--- src/rtl/seg_pkg.sv ---
// Shared seven-segment constants: segment bit positions and the hex glyph table.
package seg_pkg;

    localparam int SEG_A_BIT  = 7;
    localparam int SEG_B_BIT  = 6;
    localparam int SEG_C_BIT  = 5;
    localparam int SEG_D_BIT  = 4;
    localparam int SEG_E_BIT  = 3;
    localparam int SEG_F_BIT  = 2;
    localparam int SEG_G_BIT  = 1;
    localparam int SEG_DP_BIT = 0;

    // Glyphs packed as {a,b,c,d,e,f,g}, active-high
    localparam logic [6:0] HEX_GLYPH [16] = '{
        7'h7E, 7'h30, 7'h6D, 7'h79, 7'h33, 7'h5B, 7'h5F, 7'h70,
        7'h7F, 7'h7B, 7'h77, 7'h1F, 7'h4E, 7'h3D, 7'h4F, 7'h47
    };

    typedef struct packed {
        logic [3:0] nib;
        logic       dp;
    } seg_entry_t;

endpackage

--- src/rtl/seg_hex7.sv ---
// Combinational hex nibble + decimal point to active-high segment byte {a..g, dp}.
module seg_hex7
    import seg_pkg::*;
(
    input  logic [3:0] nib,
    input  logic       dp,
    output logic [7:0] seg
);

    logic [6:0] glyph;

    always_comb begin
        glyph            = HEX_GLYPH[nib];
        seg              = '0;
        seg[SEG_A_BIT]   = glyph[6];
        seg[SEG_B_BIT]   = glyph[5];
        seg[SEG_C_BIT]   = glyph[4];
        seg[SEG_D_BIT]   = glyph[3];
        seg[SEG_E_BIT]   = glyph[2];
        seg[SEG_F_BIT]   = glyph[1];
        seg[SEG_G_BIT]   = glyph[0];
        seg[SEG_DP_BIT]  = dp;
    end

endmodule

--- src/rtl/seg_hex_scroll.sv ---
// Scrolling multi-digit hex display driver with registered active-low segment outputs.
// Optional per-entry blinking is enabled by defining SEG_BLINK_EN.
module seg_hex_scroll
    import seg_pkg::*;
#(
    parameter int NDIG    = 8,
    parameter int CLK_DIV = 5000000
) (
    input  logic                    clk,
    input  logic                    rst,
    input  logic                    wr_en,
    input  logic [$clog2(NDIG)-1:0] wr_idx,
    input  logic [3:0]              wr_data,
    input  logic                    wr_dp,
    input  logic [NDIG-1:0]         dig_en,
    input  logic                    scroll_en,
`ifdef SEG_BLINK_EN
    input  logic [NDIG-1:0]         blink_mask,
`endif
    output logic [8*NDIG-1:0]       o_seg,
    output logic [$clog2(NDIG)-1:0] o_offset
);

    localparam int IW = $clog2(NDIG);
    localparam int PW = $clog2(CLK_DIV);
    localparam logic [PW-1:0] PRE_MAX = PW'(CLK_DIV - 1);
    localparam logic [IW-1:0] OFF_MAX = IW'(NDIG - 1);

    logic [PW-1:0] pre_q, pre_d;
    logic [IW-1:0] off_q, off_d;
    logic          tick;
    seg_entry_t    buf_q [NDIG];
    seg_entry_t    buf_d [NDIG];
    logic [8*NDIG-1:0] seg_d;
    logic [8*NDIG-1:0] seg_p1;

    function automatic logic [IW-1:0] src_idx(input int pos, input logic [IW-1:0] off);
        int s;
        s = pos + int'(off);
        if (s >= NDIG) s = s - NDIG;
        return IW'(s);
    endfunction

    always_comb begin
        tick  = (pre_q == PRE_MAX);
        pre_d = tick ? '0 : pre_q + PW'(1);
        off_d = off_q;
        if (tick && scroll_en)
            off_d = (off_q == OFF_MAX) ? '0 : off_q + IW'(1);
        buf_d = buf_q;
        for (int i = 0; i < NDIG; i++) begin
            if (wr_en && wr_idx == IW'(i))
                buf_d[i] = '{nib: wr_data, dp: wr_dp};
        end
    end

`ifdef SEG_BLINK_EN
    logic phase_q, phase_d;

    assign phase_d = phase_q ^ tick;

    always_ff @(posedge clk or posedge rst) begin
        if (rst) phase_q <= 1'b0;
        else     phase_q <= phase_d;
    end
`endif

    // p0: decode from next-state buffer/offset so writes and ticks land together
    for (genvar i = 0; i < NDIG; i++) begin : g_pos
        logic [IW-1:0] src;
        logic [7:0]    glyph_p0;
        logic          blank;

        assign src = src_idx(i, off_d);

        seg_hex7 u_hex7 (
            .nib (buf_d[src].nib),
            .dp  (buf_d[src].dp),
            .seg (glyph_p0)
        );

`ifdef SEG_BLINK_EN
        assign blank = ~dig_en[i] | (blink_mask[src] & phase_d);
`else
        assign blank = ~dig_en[i];
`endif
        assign seg_d[8*i +: 8] = blank ? 8'hFF : ~glyph_p0;
    end

    // p1: registered outputs
    always_ff @(posedge clk or posedge rst) begin
        if (rst) begin
            pre_q  <= '0;
            off_q  <= '0;
            buf_q  <= '{default: '0};
            seg_p1 <= '1;
        end else begin
            pre_q  <= pre_d;
            off_q  <= off_d;
            buf_q  <= buf_d;
            seg_p1 <= seg_d;
        end
    end

    assign o_seg    = seg_p1;
    assign o_offset = off_q;

endmodule

--- config.mk ---
export PLATFORM = sky130hd
export DESIGN_NAME = seg_hex_scroll
export DESIGN_NICKNAME = d
export VERILOG_FILES = /design/src/rtl/seg_pkg.sv /design/src/rtl/seg_hex7.sv /design/src/rtl/seg_hex_scroll.sv
export SDC_FILE = /design/constraint.sdc
export NUM_CORES = 1
export LEC_CHECK = 0
export ABC_AREA = 1
export BUFFER_PORTS_ARGS = -buffer_cell sky130_fd_sc_hd__buf_2
export CAP_MARGIN = 5
export CORE_ASPECT_RATIO = 1.4
export CORE_MARGIN = 5
export CORE_UTILIZATION = 40
export DETAILED_ROUTE_END_ITERATION = 8
export PLACE_DENSITY = 0.57
export SYNTH_ARGS = -nofsm -noshare
export SYNTH_HDL_FRONTEND = slang
export SYNTH_SLANG_ARGS = --single-unit
export TNS_END_PERCENT = 10
--- constraint.sdc ---
create_clock -name clk -period 10.8 [get_ports clk]
set_clock_uncertainty 0.05 [all_clocks]
set_input_delay 1.08 -clock clk [delete_from_list [all_inputs] [get_ports clk]]
set_output_delay 1.08 -clock clk [all_outputs]
set_load 0.02 [all_outputs]
# ---- After elaboration in Yosys (flattened, before gate mapping)
# Memory sizes are Yosys's and may differ from the RTL's.
# Index checks and enable logic that the tools add are counted.
dict set report classes {
  n_eq_ne 9
  order_cmp 24
  bitwise 24
  reduce_logical 10
  n_addsub 17
  mux 67
}
# op count
set ops {}
lappend ops {{5-bit binary-select mux with 3-bit select} 8}
lappend ops {{5-bit two-way mux} 24}
lappend ops {{7-bit two-way mux} 16}
lappend ops {{8-bit two-way mux} 8}
lappend ops {{8-bit NOT} 8}
lappend ops {{4-bit greater-or-equal comparator, second input constant} 15}
lappend ops {{5-bit greater-or-equal comparator, second input constant} 8}
lappend ops {{4-bit NOT with 5-bit output} 8}
lappend ops {{3-bit NOT with 4-bit output} 8}
lappend ops {{3-bit two-way mux} 10}
lappend ops {{3-bit by 1-bit subtractor with 3-bit output, second input constant} 8}
lappend ops {{23-bit by 1-bit adder with 23-bit output, second input constant} 1}
lappend ops {{23-bit equality test, second input constant} 1}
lappend ops {{23-bit two-way mux} 1}
lappend ops {{3-bit by 3-bit adder with 4-bit output, first input constant} 4}
lappend ops {{3-bit equality test, second input constant} 5}
lappend ops {{1-bit logical AND} 9}
lappend ops {{2-bit by 3-bit adder with 4-bit output, first input constant} 2}
lappend ops {{3-bit by 2-bit equality test with 1-bit output, second input constant} 2}
lappend ops {{1-bit by 3-bit adder with 4-bit output, first input constant} 1}
lappend ops {{3-bit by 4-bit greater-or-equal comparator with 1-bit output, second input constant} 1}
lappend ops {{3-bit by 1-bit adder with 3-bit output, second input constant} 1}
lappend ops {{3-bit by 1-bit equality test with 1-bit output, second input constant} 1}
lappend ops {{3-bit logical NOT} 1}
dict set report totals {
  output_inout_bits 67
  reg_bits 130
  wordCells 178
  mem_bits_ro 896
  mem_count 8
  inputBits 20
}
# name depth width read_ports rd_ports_with_merged_regs write_ports line
set mem_list {}
lappend mem_list {{(name not given)} 16 7 1 0 0 seg_hex7.sv:13} ;# glyph = HEX_GLYPH[nib];
lappend mem_list {{(name not given)} 16 7 1 0 0 seg_hex7.sv:13}
lappend mem_list {{(name not given)} 16 7 1 0 0 seg_hex7.sv:13}
lappend mem_list {{(name not given)} 16 7 1 0 0 seg_hex7.sv:13}
lappend mem_list {{(name not given)} 16 7 1 0 0 seg_hex7.sv:13}
lappend mem_list {{(name not given)} 16 7 1 0 0 seg_hex7.sv:13}
lappend mem_list {{+2 memories} n/a n/a n/a n/a n/a n/a}

# ---- Longest topological paths before layout
# Gate-level depths: netlist of the first run.
dict set report depth {
  ltp_word 16
  depth_mapped 23
  mapped_depth_nobuf 21
}

# ---- Cells and area by module
# A second synthesis of the first run with hierarchy kept.
dict set report unflattened {
  hier_cells 1330
  area_unflattened_um2 9193.8
}
# module area_each_um2 seq_area_each_um2 instances cells_each
set modules_own_cells {}
lappend modules_own_cells {seg_hex_scroll 6971.7 3333.2 1 906}
lappend modules_own_cells {seg_hex7 277.8 0.0 8 53}

# ---- Worst setup path before layout of the first run
# Ideal clock, no wire load.
dict set report synth_path {
  kind {input-to-reg}
  start {input scroll_en}
  end {register seg_p1[47], in the netlist o_seg[47]}
  cell_stages 17
  path_slack_ns 7.100
  n_path_buf 4
  t_required_ns 10.666
  setup_time_ns 0.084
  t_arrival_ns 3.566
  cell_sequence {buf_2 -> nand4_1 -> nand2_1 -> nand2_2 -> buf_2 -> buf_2 -> ha_1 -> inv_1 -> clkbuf_1 -> nand3_1 -> nand3_1 -> nand2_1 -> ha_1 -> inv_1 -> nor2_1 -> a21oi_1 -> nand3b_1}
}
dict set report synth_via {
  elab_chain_len 15
  word_cells_on_any_way 16
  classes_between {2 x add/sub; 1 x order compare; 8 x mux; 3 x bitwise; 1 x reduce/logical; 1 x memory}
}
# item line
set synth_lines {}
lappend synth_lines {{from (decl)} seg_hex_scroll.sv:16} ;# input logic scroll_en,
lappend synth_lines {{1-bit logical AND *} seg_hex_scroll.sv:48} ;# if (tick && scroll_en)
lappend synth_lines {{3-bit two-way mux *} seg_hex_scroll.sv:48}
lappend synth_lines {{3-bit by 3-bit adder with 4-bit output *} seg_hex_scroll.sv:39} ;# s = pos + int'(off);
lappend synth_lines {{4-bit greater-or-equal comparator / 3-bit by 1-bit subtractor with 3-bit output (equally long branches)} seg_hex_scroll.sv:40} ;# if (s >= NDIG) s = s - NDIG;
lappend synth_lines {{3-bit two-way mux *} seg_hex_scroll.sv:40}
lappend synth_lines {{3-bit NOT with 4-bit output (implied by the code) *} seg_hex_scroll.sv:77} ;# .nib (buf_d[src].nib),
lappend synth_lines {{5-bit binary-select mux with 3-bit select *} seg_hex_scroll.sv:77}
lappend synth_lines {{5-bit two-way mux * (2 in series)} n/a}
lappend synth_lines {{4-bit NOT with 5-bit output (implied by the code) *} seg_hex7.sv:13}
lappend synth_lines {{memory read 16 x 7 bit *} n/a}
lappend synth_lines {{7-bit two-way mux (implied by the code) * (2 in series)} seg_hex7.sv:13}
lappend synth_lines {{8-bit NOT *} seg_hex_scroll.sv:87} ;# assign seg_d[8*i +: 8] = blank ? 8'hFF : ~glyph_p0;
lappend synth_lines {{8-bit two-way mux *} seg_hex_scroll.sv:87}
lappend synth_lines {{named net seg_d[47]} seg_hex_scroll.sv:34} ;# logic [8*NDIG-1:0] seg_d;
lappend synth_lines {{to (signal assigned)} seg_hex_scroll.sv:101} ;# seg_p1 <= seg_d;
lappend synth_lines {{to (decl)} seg_hex_scroll.sv:35} ;# logic [8*NDIG-1:0] seg_p1;
# Mark *: on every way through the listed nets, which the timed path passes. The rest lies on a longest branch. The select of a mux whose other input is x is not followed.

# ---- Worst setup path after layout of the first run
dict set report layout_path {
  start {register pre_q[0]}
  end {register seg_p1[11], in the netlist o_seg[11]}
}
dict set report layout_via {
  elab_chain_len 16
  word_cells_on_any_way 17
  classes_between {2 x add/sub; 1 x order compare; 1 x eq/ne; 8 x mux; 3 x bitwise; 1 x reduce/logical; 1 x memory}
}
# item line
set layout_lines {}
lappend layout_lines {{from (decl)} seg_hex_scroll.sv:29} ;# logic [PW-1:0] pre_q, pre_d;
lappend layout_lines {{from (signal assigned)} seg_hex_scroll.sv:98} ;# pre_q <= pre_d;
lappend layout_lines {{23-bit equality test *} seg_hex_scroll.sv:45} ;# tick = (pre_q == PRE_MAX);
lappend layout_lines {{1-bit logical AND *} seg_hex_scroll.sv:48}
lappend layout_lines {{3-bit two-way mux *} seg_hex_scroll.sv:48}
lappend layout_lines {{1-bit by 3-bit adder with 4-bit output *} seg_hex_scroll.sv:39}
lappend layout_lines {{4-bit greater-or-equal comparator / 3-bit by 1-bit subtractor with 3-bit output (equally long branches)} seg_hex_scroll.sv:40}
lappend layout_lines {{3-bit two-way mux *} seg_hex_scroll.sv:40}
lappend layout_lines {{3-bit NOT with 4-bit output (implied by the code) *} seg_hex_scroll.sv:77}
lappend layout_lines {{5-bit binary-select mux with 3-bit select *} seg_hex_scroll.sv:77}
lappend layout_lines {{5-bit two-way mux * (2 in series)} n/a}
lappend layout_lines {{4-bit NOT with 5-bit output (implied by the code) *} seg_hex7.sv:13}
lappend layout_lines {{memory read 16 x 7 bit *} n/a}
lappend layout_lines {{7-bit two-way mux (implied by the code) * (2 in series)} seg_hex7.sv:13}
lappend layout_lines {{8-bit NOT *} seg_hex_scroll.sv:87}
lappend layout_lines {{8-bit two-way mux *} seg_hex_scroll.sv:87}
lappend layout_lines {{named net seg_d[11]} seg_hex_scroll.sv:34}
# Marks and branches as above.

==> impl_metrics.ini, run 1 <==
[critical_path]
cpMostUsedCell = sky130_fd_sc_hd__nand2_1
critPathKind = reg -> reg
critical_path_cell_sequence = ha_1 -> nand2_1 -> nor2_2 -> nand3_1 -> nor2_4 -> nand3_4 -> nand2_4 -> nand2_4 -> ha_1 -> inv_1 -> nand2_1 -> nand2_1 -> nand2_1 -> nand2_1 -> ha_1 -> inv_1 -> nand2_1 -> nand2_1 -> nand2_1 -> o211ai_1
critical_path.slowest_cell = sky130_fd_sc_hd__ha_1
timing.critical_path.to_type = flip-flop
slowest_delay_ps = 730
r2r_setup_slack_ps = 6770
timing.critical_path.from_type = flip-flop
crit_path_required_time_ps = 11090
critical_path_arrival_ps = 4330
worstPathMaxFanout = 77

[grt]
via_count_of_the_first_global_routing_pass = 8274
antenna_found_initial = 1
grt_remaining_overflow = 0
gr-usage-all-layers_pct = 19.0
globalRouteMet2Util_pct = 34.6
grt.busiest_layer = met2
grt_use_met1_pct = 22.4
grt_first_pass_wirelength_um = 40900
largest_net_degree_at_the_start_of_global_routing = 78
met3_track_demand_over_resource_pct = 3.59

[drt]
via_count = 8381
dr_drc_count = 0
vias_per_cell = 4.91
antenna_violating_nets_post_route = 0
routed_wl_um = 24400
drt-pass1-iter-count = 5
drt_iter0_markers = 506
avgRoutedWirePerCell_um = 14.3

[die]
coreArea_mm2 = 0.0226
die_width_um = 138
die-height_um = 189
initial_utilization_pct = 40.7
floorplan.rows = 65
floorplan.die_area_mm2 = 0.0262
ioPinCount = 87

[clocking]
cts_buffers = 17
post_cts_resize_count = 0
worst_setup_hold_path_clk_slew_ps = 60
cts_tree = built
clock_sink_count = 130
cts_setup_buffers = 0
cts.path.max_buffers = 2
cts_root_buffer = sky130_fd_sc_hd__clkbuf_16
cts_htree_levels = 4
cts_hold_buf = 0
clock_latency_ps = 430

[place]
placed_cells = 1675
globalplace.congestion = 0.872
pre_cts_slack_ps = 6730
dpl-instance-area_mm2 = 0.00982
io_buffers = 86
detailedPlacementHpwl_um = 18300

[logic_synthesis]
synth_nets = 1375
yosys-top-cells-count = 434 x sky130_fd_sc_hd__nand2_1, 193 x sky130_fd_sc_hd__nand3_1, 164 x sky130_fd_sc_hd__inv_1
synth.area.top_cells = sky130_fd_sc_hd__dfstp_2 18%, sky130_fd_sc_hd__dfrtp_1 18%, sky130_fd_sc_hd__nand2_1 18%
syn-cell-area_mm2 = 0.00919
synthesis.instances = 1313
top_cell_type_by_total_area_after_synthesis = sky130_fd_sc_hd__dfstp_2
post_synth_num_cell_types = 44
post-synth-top-area-fraction_pct = 18.3
post-synth-top-count-cell = sky130_fd_sc_hd__nand2_1
asyncSetResetFlopFracSynth_pct = 100
seq_area_frac_synth_pct = 36.3
synth-edff-count = 0
avgSynthCellArea_um2 = 7.00
dominantRegCellSynth = sky130_fd_sc_hd__dfrtp_1
postSynthRegisterBits = 130
synth-warning-count = 0

[sta]
totalNegativeSetupSlack_ps = 0
final.setup.worst_slack_ps = 6770
final_count_of_negative_setup_slack_endpoints = 0
finalCritPeriodShare_pct = 37.3
hold-worst-slack_ps = 438
maxSlewViolCount = 0
worst_slew_pin_slew_ps = 947
grt_setup_unrepaired = false
final.min_clock_period_ps = 4030
hold_violations = 0
timing.fmax_mhz = 248
relSlewSlack_pct = 36.7

[pwr]
power_density_mw_per_mm2 = 169
worst_ir_drop_vdd_mv = 0.108
fin_total_pwr_mw = 1.76
power.static_leakage_nw = 5.26

[finish]
flow.area_growth_from_synthesis_pct = 13.5
finalInstanceArea_mm2 = 0.0104
layout.area.seq_mm2 = 0.00333
multi_input_area_mm2 = 0.00499
finalNetCount = 1455
final_core_utilization_pct = 46.1
filler_free_cell_count_of_the_finished_design = 1708
final_layout_size_suffix_gt1_share_pct = 19.6
fillers = 2464

[hold_path]
min_path_type = reg -> reg

[status]
status = finished, final reports clean

[job]
timing.max_cap.violations = 0
==> state kept, by name, summed over array words and instances (netlist names) <==
signal    count
o_seg        64
buf_q        40
o_offset      3
pre_q        23
==> per-layer routing <==
metal | part of all wire [%] | up-vias
met5 | 0 | -
met4 | 1.7 | 0
met3 | 3.6 | 32
met2 | 52 | 155
met1 | 43 | 3841
li1 | - | 4353
==> power by group <==
part	switching [mW]	internal, mW	leakage, nW
Combinational	0.387	0.165	3.50
Sequential	0.0166	0.588	1.47
Clock	0.217	0.391	0.290
Total	0.621	1.14	5.26
==> path summary, 6_finish.rpt <==
| check | startpoint | end | depth (start not counted) |
|---|---|---|---|
| setup / recovery | pre_q[0]$_DFF_PP0_ | o_seg[11]$_DFF_PP1_ | 20 |
| hold / removal | buf_q[5]$_DFF_PP0_ | buf_q[5]$_DFF_PP0_ | 2 |
| setup reg to reg | pre_q[0]$_DFF_PP0_ | o_seg[11]$_DFF_PP1_ | 20 |
| hold reg to reg | buf_q[5]$_DFF_PP0_ | buf_q[5]$_DFF_PP0_ | 2 |
| max in group asynchronous | rst | buf_q[0]$_DFF_PP0_ | 3 |
| min in group asynchronous | rst | pre_q[17]$_DFF_PP0_ | 2 |
==> cell families (layout without fill, tap and decap cells) <==
| family | count (synthesis) | in the layout | synth area share, % |
|---|---|---|---|
| fa+ha+maj | 42 | 42 | 5.72 |
| mux | 4 | 4 | 0.436 |
| flops | 130 | 130 | 36.3 |
| other cells | 0 | 1 | 0 |
| simple gates | 805 | 805 | 39.5 |
| buf+inv | 205 | 298 | 9.43 |
| xor+xnor | 10 | 10 | 1.77 |
| compound gates | 117 | 117 | 6.86 |
==> layout by cell type, fill, tap and decap left out, types with 2 or more instances in the layout <==
cell / netlist / layout
sky130_fd_sc_hd__xnor2_4: 3 / 3
sky130_fd_sc_hd__nand3b_1: 5 / 5
sky130_fd_sc_hd__nand2_2: 43 / 43
sky130_fd_sc_hd__inv_1: 164 / 163
sky130_fd_sc_hd__nand4_2: 2 / 2
sky130_fd_sc_hd__nor2_2: 10 / 10
sky130_fd_sc_hd__o21ai_0: 66 / 66
sky130_fd_sc_hd__o21ai_1: 22 / 22
sky130_fd_sc_hd__nand3_1: 193 / 193
sky130_fd_sc_hd__a21oi_1: 16 / 16
sky130_fd_sc_hd__nand4_1: 18 / 18
sky130_fd_sc_hd__nor3_1: 6 / 6
sky130_fd_sc_hd__clkbuf_16: 0 / 17
sky130_fd_sc_hd__nand3_2: 7 / 7
sky130_fd_sc_hd__clkinvlp_4: 0 / 3
sky130_fd_sc_hd__mux2i_1: 4 / 4
sky130_fd_sc_hd__nand2_1: 434 / 434
sky130_fd_sc_hd__bufinv_16: 0 / 4
sky130_fd_sc_hd__buf_2: 9 / 86
sky130_fd_sc_hd__dfstp_2: 64 / 64
sky130_fd_sc_hd__o211ai_2: 2 / 2
sky130_fd_sc_hd__xor2_1: 6 / 6
sky130_fd_sc_hd__nor4_1: 8 / 8
sky130_fd_sc_hd__ha_1: 42 / 42
sky130_fd_sc_hd__nand2_4: 5 / 5
sky130_fd_sc_hd__clkbuf_1: 2 / 4
sky130_fd_sc_hd__dfrtp_1: 66 / 66
sky130_fd_sc_hd__clkinv_2: 0 / 3
sky130_fd_sc_hd__o211ai_1: 2 / 2
sky130_fd_sc_hd__o21a_1: 2 / 2
sky130_fd_sc_hd__inv_2: 15 / 15
sky130_fd_sc_hd__nor2_1: 68 / 68
sky130_fd_sc_hd__or2_2: 2 / 2
==> worst max-delay path, delay by kind of cell (launching register included) <==
| kind | cells | cell delay (ps) |
|---|---|---|
| simple gates | 14 | 1820 |
| buf+inv | 2 | 370 |
| fa+ha+maj | 3 | 1200 |
| compound gates | 1 | 80 |
| flops | 1 | 390 |
==> final cells by class <==
| cell class | count | area share (%) |
|---|---|---|
| Sequential cell | 130 | 32.0 |
| Inverter | 179 | 6.49 |
| Clock inverter | 10 | 1.51 |
| Antenna cell | 1 | 0.0240 |
| Timing Repair Buffer | 87 | 4.20 |
| Tap cell | 301 | 3.61 |
| Multi-Input combinational cell | 978 | 47.9 |
| Clock buffer | 22 | 4.35 |
No activity file was read; power rests on OpenSTA's default activity.
==> run 2, diff against run 1 <==
Settings changed: PLACE_DENSITY 0.57 to 0.59.
Clock period 10.8 ns to 3.6 ns, I/O delays scaled along.
==> run 2 against run 1 <==
Effect of this change:
- worst setup slack got worse by 6500 ps
- the run now ends with hold timing left
- core utilization rose by 0.61 points
- cell count rose by 1.1%
- total power rose to 3.0 times the previous value
- critical path type unchanged
==> impl_metrics.ini, run 2 (synthesis gave the netlist of run 1 again) <==
[status]
status = finished with violations
violations = hold timing

[sta]
worst_slew_pin_slew_ps = 753
timing.fmax_mhz = 299
finalCritPeriodShare_pct = 93.1
hold_violations = 7
grt_setup_unrepaired = true
relSlewSlack_pct = 49.4
maxSlewViolCount = 0
hold-worst-slack_ps = -30.6
final_count_of_negative_setup_slack_endpoints = 0
final.min_clock_period_ps = 3350
totalNegativeSetupSlack_ps = 0

[die]
floorplan.rows = 65
die-height_um = 189
coreArea_mm2 = 0.0226
ioPinCount = 87
initial_utilization_pct = 40.7
floorplan.die_area_mm2 = 0.0262
die_width_um = 138

[grt]
largest_net_degree_at_the_start_of_global_routing = 98
grt_first_pass_wirelength_um = 40600
via_count_of_the_first_global_routing_pass = 8381
grt_remaining_overflow = 0
gr-usage-all-layers_pct = 18.9
antenna_found_initial = 1

[clocking]
cts_hold_buf = 0
cts_htree_levels = 4
clock_latency_ps = 430
clock_sink_count = 130
cts_root_buffer = sky130_fd_sc_hd__clkbuf_16
cts.path.max_buffers = 2
worst_setup_hold_path_clk_slew_ps = 60
cts_buffers = 17
cts_tree = built

[hold_path]
min_path_type = in -> async

[place]
io_buffers = 86
globalplace.congestion = 0.891
detailedPlacementHpwl_um = 18700

[pwr]
fin_total_pwr_mw = 5.22
worst_ir_drop_vdd_mv = 0.350
power_density_mw_per_mm2 = 494
power.static_leakage_nw = 5.33

[drt]
dr_drc_count = 0
via_count = 8557
drt-pass1-iter-count = 5
vias_per_cell = 4.96
antenna_violating_nets_post_route = 0
routed_wl_um = 24500
avgRoutedWirePerCell_um = 14.2
drt_iter0_markers = 530

[critical_path]
rr_startpoint = pre_q[0]$_DFF_PP0_
worstPathMaxFanout = 20
reg2reg_to = o_seg[4]$_DFF_PP1_
timing.critical_path.to_type = flip-flop
timing.critical_path.from_type = flip-flop
critical_path_arrival_ps = 3650
crit_path_required_time_ps = 3900
critPathKind = reg -> reg
r2r_cells = 19
r2r_setup_slack_ps = 250

[finish]
most-common-layout-cells = 433 x sky130_fd_sc_hd__nand2_1, 193 x sky130_fd_sc_hd__nand3_1, 163 x sky130_fd_sc_hd__inv_1
antenna-diode-count = 0
final_core_utilization_pct = 46.8
flip_flop_count_of_the_largest_register_all_copies_and_words_added = 64
commonest_non_fill_non_tap_cell_in_the_layout = sky130_fd_sc_hd__nand2_1
finalNetCount = 1474
flow.area_growth_from_synthesis_pct = 15.0
fillers = 2415
final_layout_size_suffix_gt1_share_pct = 20.9

[job]
timing.max_cap.violations = 0
run 2: worst max path at each step:
| stage | endpoint | cells after the start | slack (ps) | start |
|---|---|---|---|---|
| final | o_seg[4]$_DFF_PP1_ | 19 | 250 | pre_q[0]$_DFF_PP0_ |
| after global routing | o_seg[4]$_DFF_PP1_ | 19 | -20 | pre_q[0]$_DFF_PP0_ |
| after CTS | o_seg[4]$_DFF_PP1_ | 19 | 260 | pre_q[0]$_DFF_PP0_ |
| after detailed placement | o_seg[4]$_DFF_PP1_ | 19 | 280 | pre_q[0]$_DFF_PP0_ |
| after global placement | o_seg[4]$_DFF_PP1_ | 19 | 360 | pre_q[0]$_DFF_PP0_ |
| after floorplan | o_seg[47]$_DFF_PP1_ | 22 | 140 | pre_q[0]$_DFF_PP0_ |
run 2: where the power goes:
| part | internal, mW | total, mW | switching, mW |
|---|---|---|---|
| clock network | 1.05 | 1.74 | 0.687 |
| logic | 0.507 | 1.67 | 1.16 |
| registers | 1.76 | 1.81 | 0.0503 |
run 2: critical path, cell delays in order, from the launching register on:
cell and delay (ps):
sky130_fd_sc_hd__dfrtp_1 390, sky130_fd_sc_hd__ha_1 230, sky130_fd_sc_hd__nand2_1 80, sky130_fd_sc_hd__nor2_2 110, sky130_fd_sc_hd__nand3_1 120, sky130_fd_sc_hd__nor2_4 200
sky130_fd_sc_hd__nand4_2 220, sky130_fd_sc_hd__nand2_8 220, sky130_fd_sc_hd__buf_4 240, sky130_fd_sc_hd__nand2_1 70, sky130_fd_sc_hd__o21ai_1 200, sky130_fd_sc_hd__nand2_1 130
sky130_fd_sc_hd__nand3_1 120, sky130_fd_sc_hd__nand2_2 120, sky130_fd_sc_hd__inv_1 170, sky130_fd_sc_hd__ha_1 260, sky130_fd_sc_hd__o21ai_0 180, sky130_fd_sc_hd__inv_1 50
sky130_fd_sc_hd__nand2_1 50, sky130_fd_sc_hd__nand3_1 60
run 2: repair_timing:
| item | in CTS | in global routing |
|---|---|---|
| gates resized for setup | 0 | 2 |
| endpoints found under the setup margin | 0 | 12 |
| setup buffers | 0 | 1 |
run 2: layer usage:
metal	part of all wire, %	vias up	global-route usage (%)
met5	0.053	-	0
met4	3.6	2	7.98
met3	3.7	55	3.51
met2	52	199	34.7
met1	41	3895	21.4
li1	-	4406	-
run 2: cell type report:
class | count | area, um2 | share of cell area, %
tap | 301 | 377 | 3.56
inverter | 179 | 676 | 6.39
clock inverter | 12 | 133 | 1.25
timing repair buffer | 105 | 586 | 5.54
sequential | 130 | 3330 | 31.5
clock buffer | 20 | 457 | 4.32
multi-input combinational | 979 | 5010 | 47.4
run 2: per-stage QoR:
| step | cell area, um2 | hold WS (ps) | setup WS (ps) | instances |
|---|---|---|---|---|
| after floorplan | 9200 | 379 | 138 | 1313 |
| after global placement | 9960 | 415 | 357 | 1692 |
| after detailed placement | 9960 | 423 | 283 | 1692 |
| after CTS | 10500 | 29.5 | 260 | 1724 |
| after global routing | 10600 | 68.4 | -16.1 | 1726 |
| final | 10600 | -30.6 | 250 | 1726 |
==> run 3, diff against run 2 <==
Settings changed: HOLD_SLACK_MARGIN from default to 0.08.
==> run 3 against run 2 <==
Effect of this change:
- the run now ends clean
- maximum frequency up 0.53%
- largest cell class unchanged
- cell area about the same
- sequential share of layout area about the same
- combinational power about the same
- highest routed layer unchanged
- via count about the same
- register-to-register slack better by 20 ps
==> impl_metrics.ini, run 3 (synthesis gave the netlist of run 1 again) <==
[critical_path]
timing.critical_path.to_type = flip-flop
slowest_delay_ps = 390
rr_startpoint = pre_q[0]$_DFF_PP0_
critical_path.slowest_cell = sky130_fd_sc_hd__dfrtp_1
critPathKind = reg -> reg
timing.critical_path.from_type = flip-flop
cpMostUsedCell = sky130_fd_sc_hd__nand2_1
critical_path_arrival_ps = 3640
r2r_setup_slack_ps = 270
worstPathMaxFanout = 20
critical_path_cell_sequence = ha_1 -> nand2_1 -> nor2_2 -> nand3_1 -> nor2_4 -> nand4_2 -> nand2_8 -> buf_4 -> nand2_1 -> o21ai_1 -> nand2_1 -> nand3_1 -> nand2_2 -> inv_1 -> ha_1 -> o21ai_0 -> inv_1 -> nand2_1 -> nand3_1
critical-path-top-delay-family = simple AND/OR/NAND/NOR gates
reg2reg_to = o_seg[4]$_DFF_PP1_
number_of_buffer_and_inverter_stages_on_the_critical_path = 3
crit_path_required_time_ps = 3910
r2r_cells = 19

[finish]
flip_flop_count_of_the_largest_register_all_copies_and_words_added = 64
finalNetCount = 1475
finalInstanceArea_mm2 = 0.0106
antenna-diode-count = 0
flow.area_growth_from_synthesis_pct = 15.1
commonest_non_fill_non_tap_cell_in_the_layout = sky130_fd_sc_hd__nand2_1
most-common-layout-cells = 433 x sky130_fd_sc_hd__nand2_1, 193 x sky130_fd_sc_hd__nand3_1, 163 x sky130_fd_sc_hd__inv_1
final_layout_size_suffix_gt1_share_pct = 20.9
final_core_utilization_pct = 46.8
filler_free_cell_count_of_the_finished_design = 1727

[place]
placed_cells = 1692
detailedPlacementHpwl_um = 18700
io_buffers = 86
dpl-instance-area_mm2 = 0.00996
globalplace.congestion = 0.891
pre_cts_slack_ps = 283

[hold_path]
hold_path_startpoint = dig_en[7]
timing.hold.worst_endpoint = o_seg[61]$_DFF_PP1_
min_delay_path_depth = 2
min_path_type = in -> reg

[sta]
finalCritPeriodShare_pct = 92.6
worst_slew_pin_slew_ps = 752
hold-worst-slack_ps = 109
final.min_clock_period_ps = 3330
grt_setup_unrepaired = true
final.setup.worst_slack_ps = 268
timing.fmax_mhz = 300
maxSlewViolCount = 0
hold_violations = 0
relSlewSlack_pct = 49.4
totalNegativeSetupSlack_ps = 0
final_count_of_negative_setup_slack_endpoints = 0

[drt]
antenna_violating_nets_post_route = 0
dr_drc_count = 0
drt_iter0_markers = 498
vias_per_cell = 4.96
via_count = 8565
routed_wl_um = 24600
avgRoutedWirePerCell_um = 14.2
drt-pass1-iter-count = 5

[pwr]
fin_total_pwr_mw = 5.23
power.static_leakage_nw = 5.33
p_comb_share_pct = 31.9
switching_power_mw = 1.91
power_density_mw_per_mm2 = 494
seq_power_share_pct = 34.7
power_switching_share_pct = 36.4
clock_power_share_pct = 33.4
intPower_mw = 3.32
worst_ir_drop_vdd_mv = 0.354

[clocking]
cts_buffers = 17
clock_sink_count = 130
cts_tree = built
worst_setup_hold_path_clk_slew_ps = 60
cts.path.max_buffers = 2
cts_root_buffer = sky130_fd_sc_hd__clkbuf_16
cts_htree_levels = 4
clock_latency_ps = 440

[die]
floorplan.rows = 65
die-height_um = 189
coreArea_mm2 = 0.0226
floorplan.die_area_mm2 = 0.0262
ioPinCount = 87
die_width_um = 138
initial_utilization_pct = 40.7

[status]
status = finished, final reports clean

[grt]
gr-usage-all-layers_pct = 18.9
via_count_of_the_first_global_routing_pass = 8384
grt_first_pass_wirelength_um = 40700
largest_net_degree_at_the_start_of_global_routing = 98
grt_remaining_overflow = 0
antenna_found_initial = 1

[job]
timing.max_cap.violations = 0
run 3: changes by cell type in the layout (fill, tap and decap cells not counted), sizes merged:
cell and delta:
dlygate4sd3 +1
run 3: what timing repair did:
action	in CTS	in global routing
buffers inserted	0	1
endpoints found under the hold margin	44	0
gates resized for setup	0	2
hold buffers	1	0
setup endpoints to repair	0	12
run 3: power by group through the flow:
| stage | registers (mW) | clock network [mW] | logic [mW] |
|---|---|---|---|
| finish | 1.81 | 1.75 | 1.67 |
| global route | 1.84 | 1.86 | 1.90 |
| floorplan | 2.02 | 0 | 1.02 |
| global placement | 1.84 | 0 | 1.66 |
| detailed placement | 1.84 | 0 | 1.67 |
| CTS | 1.82 | 1.79 | 1.68 |
run 3: layout make-up:
| type | instances | area [um2] |
|---|---|---|
| Clock inverter | 12 | 133 |
| Inverter | 179 | 676 |
| Clock buffer | 20 | 457 |
| Fill cell | 2414 | 12000 |
| Multi-Input combinational cell | 979 | 5010 |
| Sequential cell | 130 | 3330 |
| Tap cell | 301 | 377 |
| Timing Repair Buffer | 106 | 596 |
run 3: worst max-delay path by stage:
stage	start	end	slack, ps	depth (start not counted)
after floorplan	pre_q[0]$_DFF_PP0_	o_seg[47]$_DFF_PP1_	140	22
after global placement	pre_q[0]$_DFF_PP0_	o_seg[4]$_DFF_PP1_	360	19
after detailed placement	pre_q[0]$_DFF_PP0_	o_seg[4]$_DFF_PP1_	280	19
after CTS	pre_q[0]$_DFF_PP0_	o_seg[4]$_DFF_PP1_	260	19
after global routing	pre_q[0]$_DFF_PP0_	o_seg[4]$_DFF_PP1_	-20	19
final	pre_q[0]$_DFF_PP0_	o_seg[4]$_DFF_PP1_	270	19
run 3: per-layer routing:
layer	track usage [%]	routed length, um	vias to the layer above
li1	-	-	4408
met1	21.4	10000	3918
met2	34.7	12800	177
met3	3.51	879	60
met4	7.98	903	2
met5	0	13	-
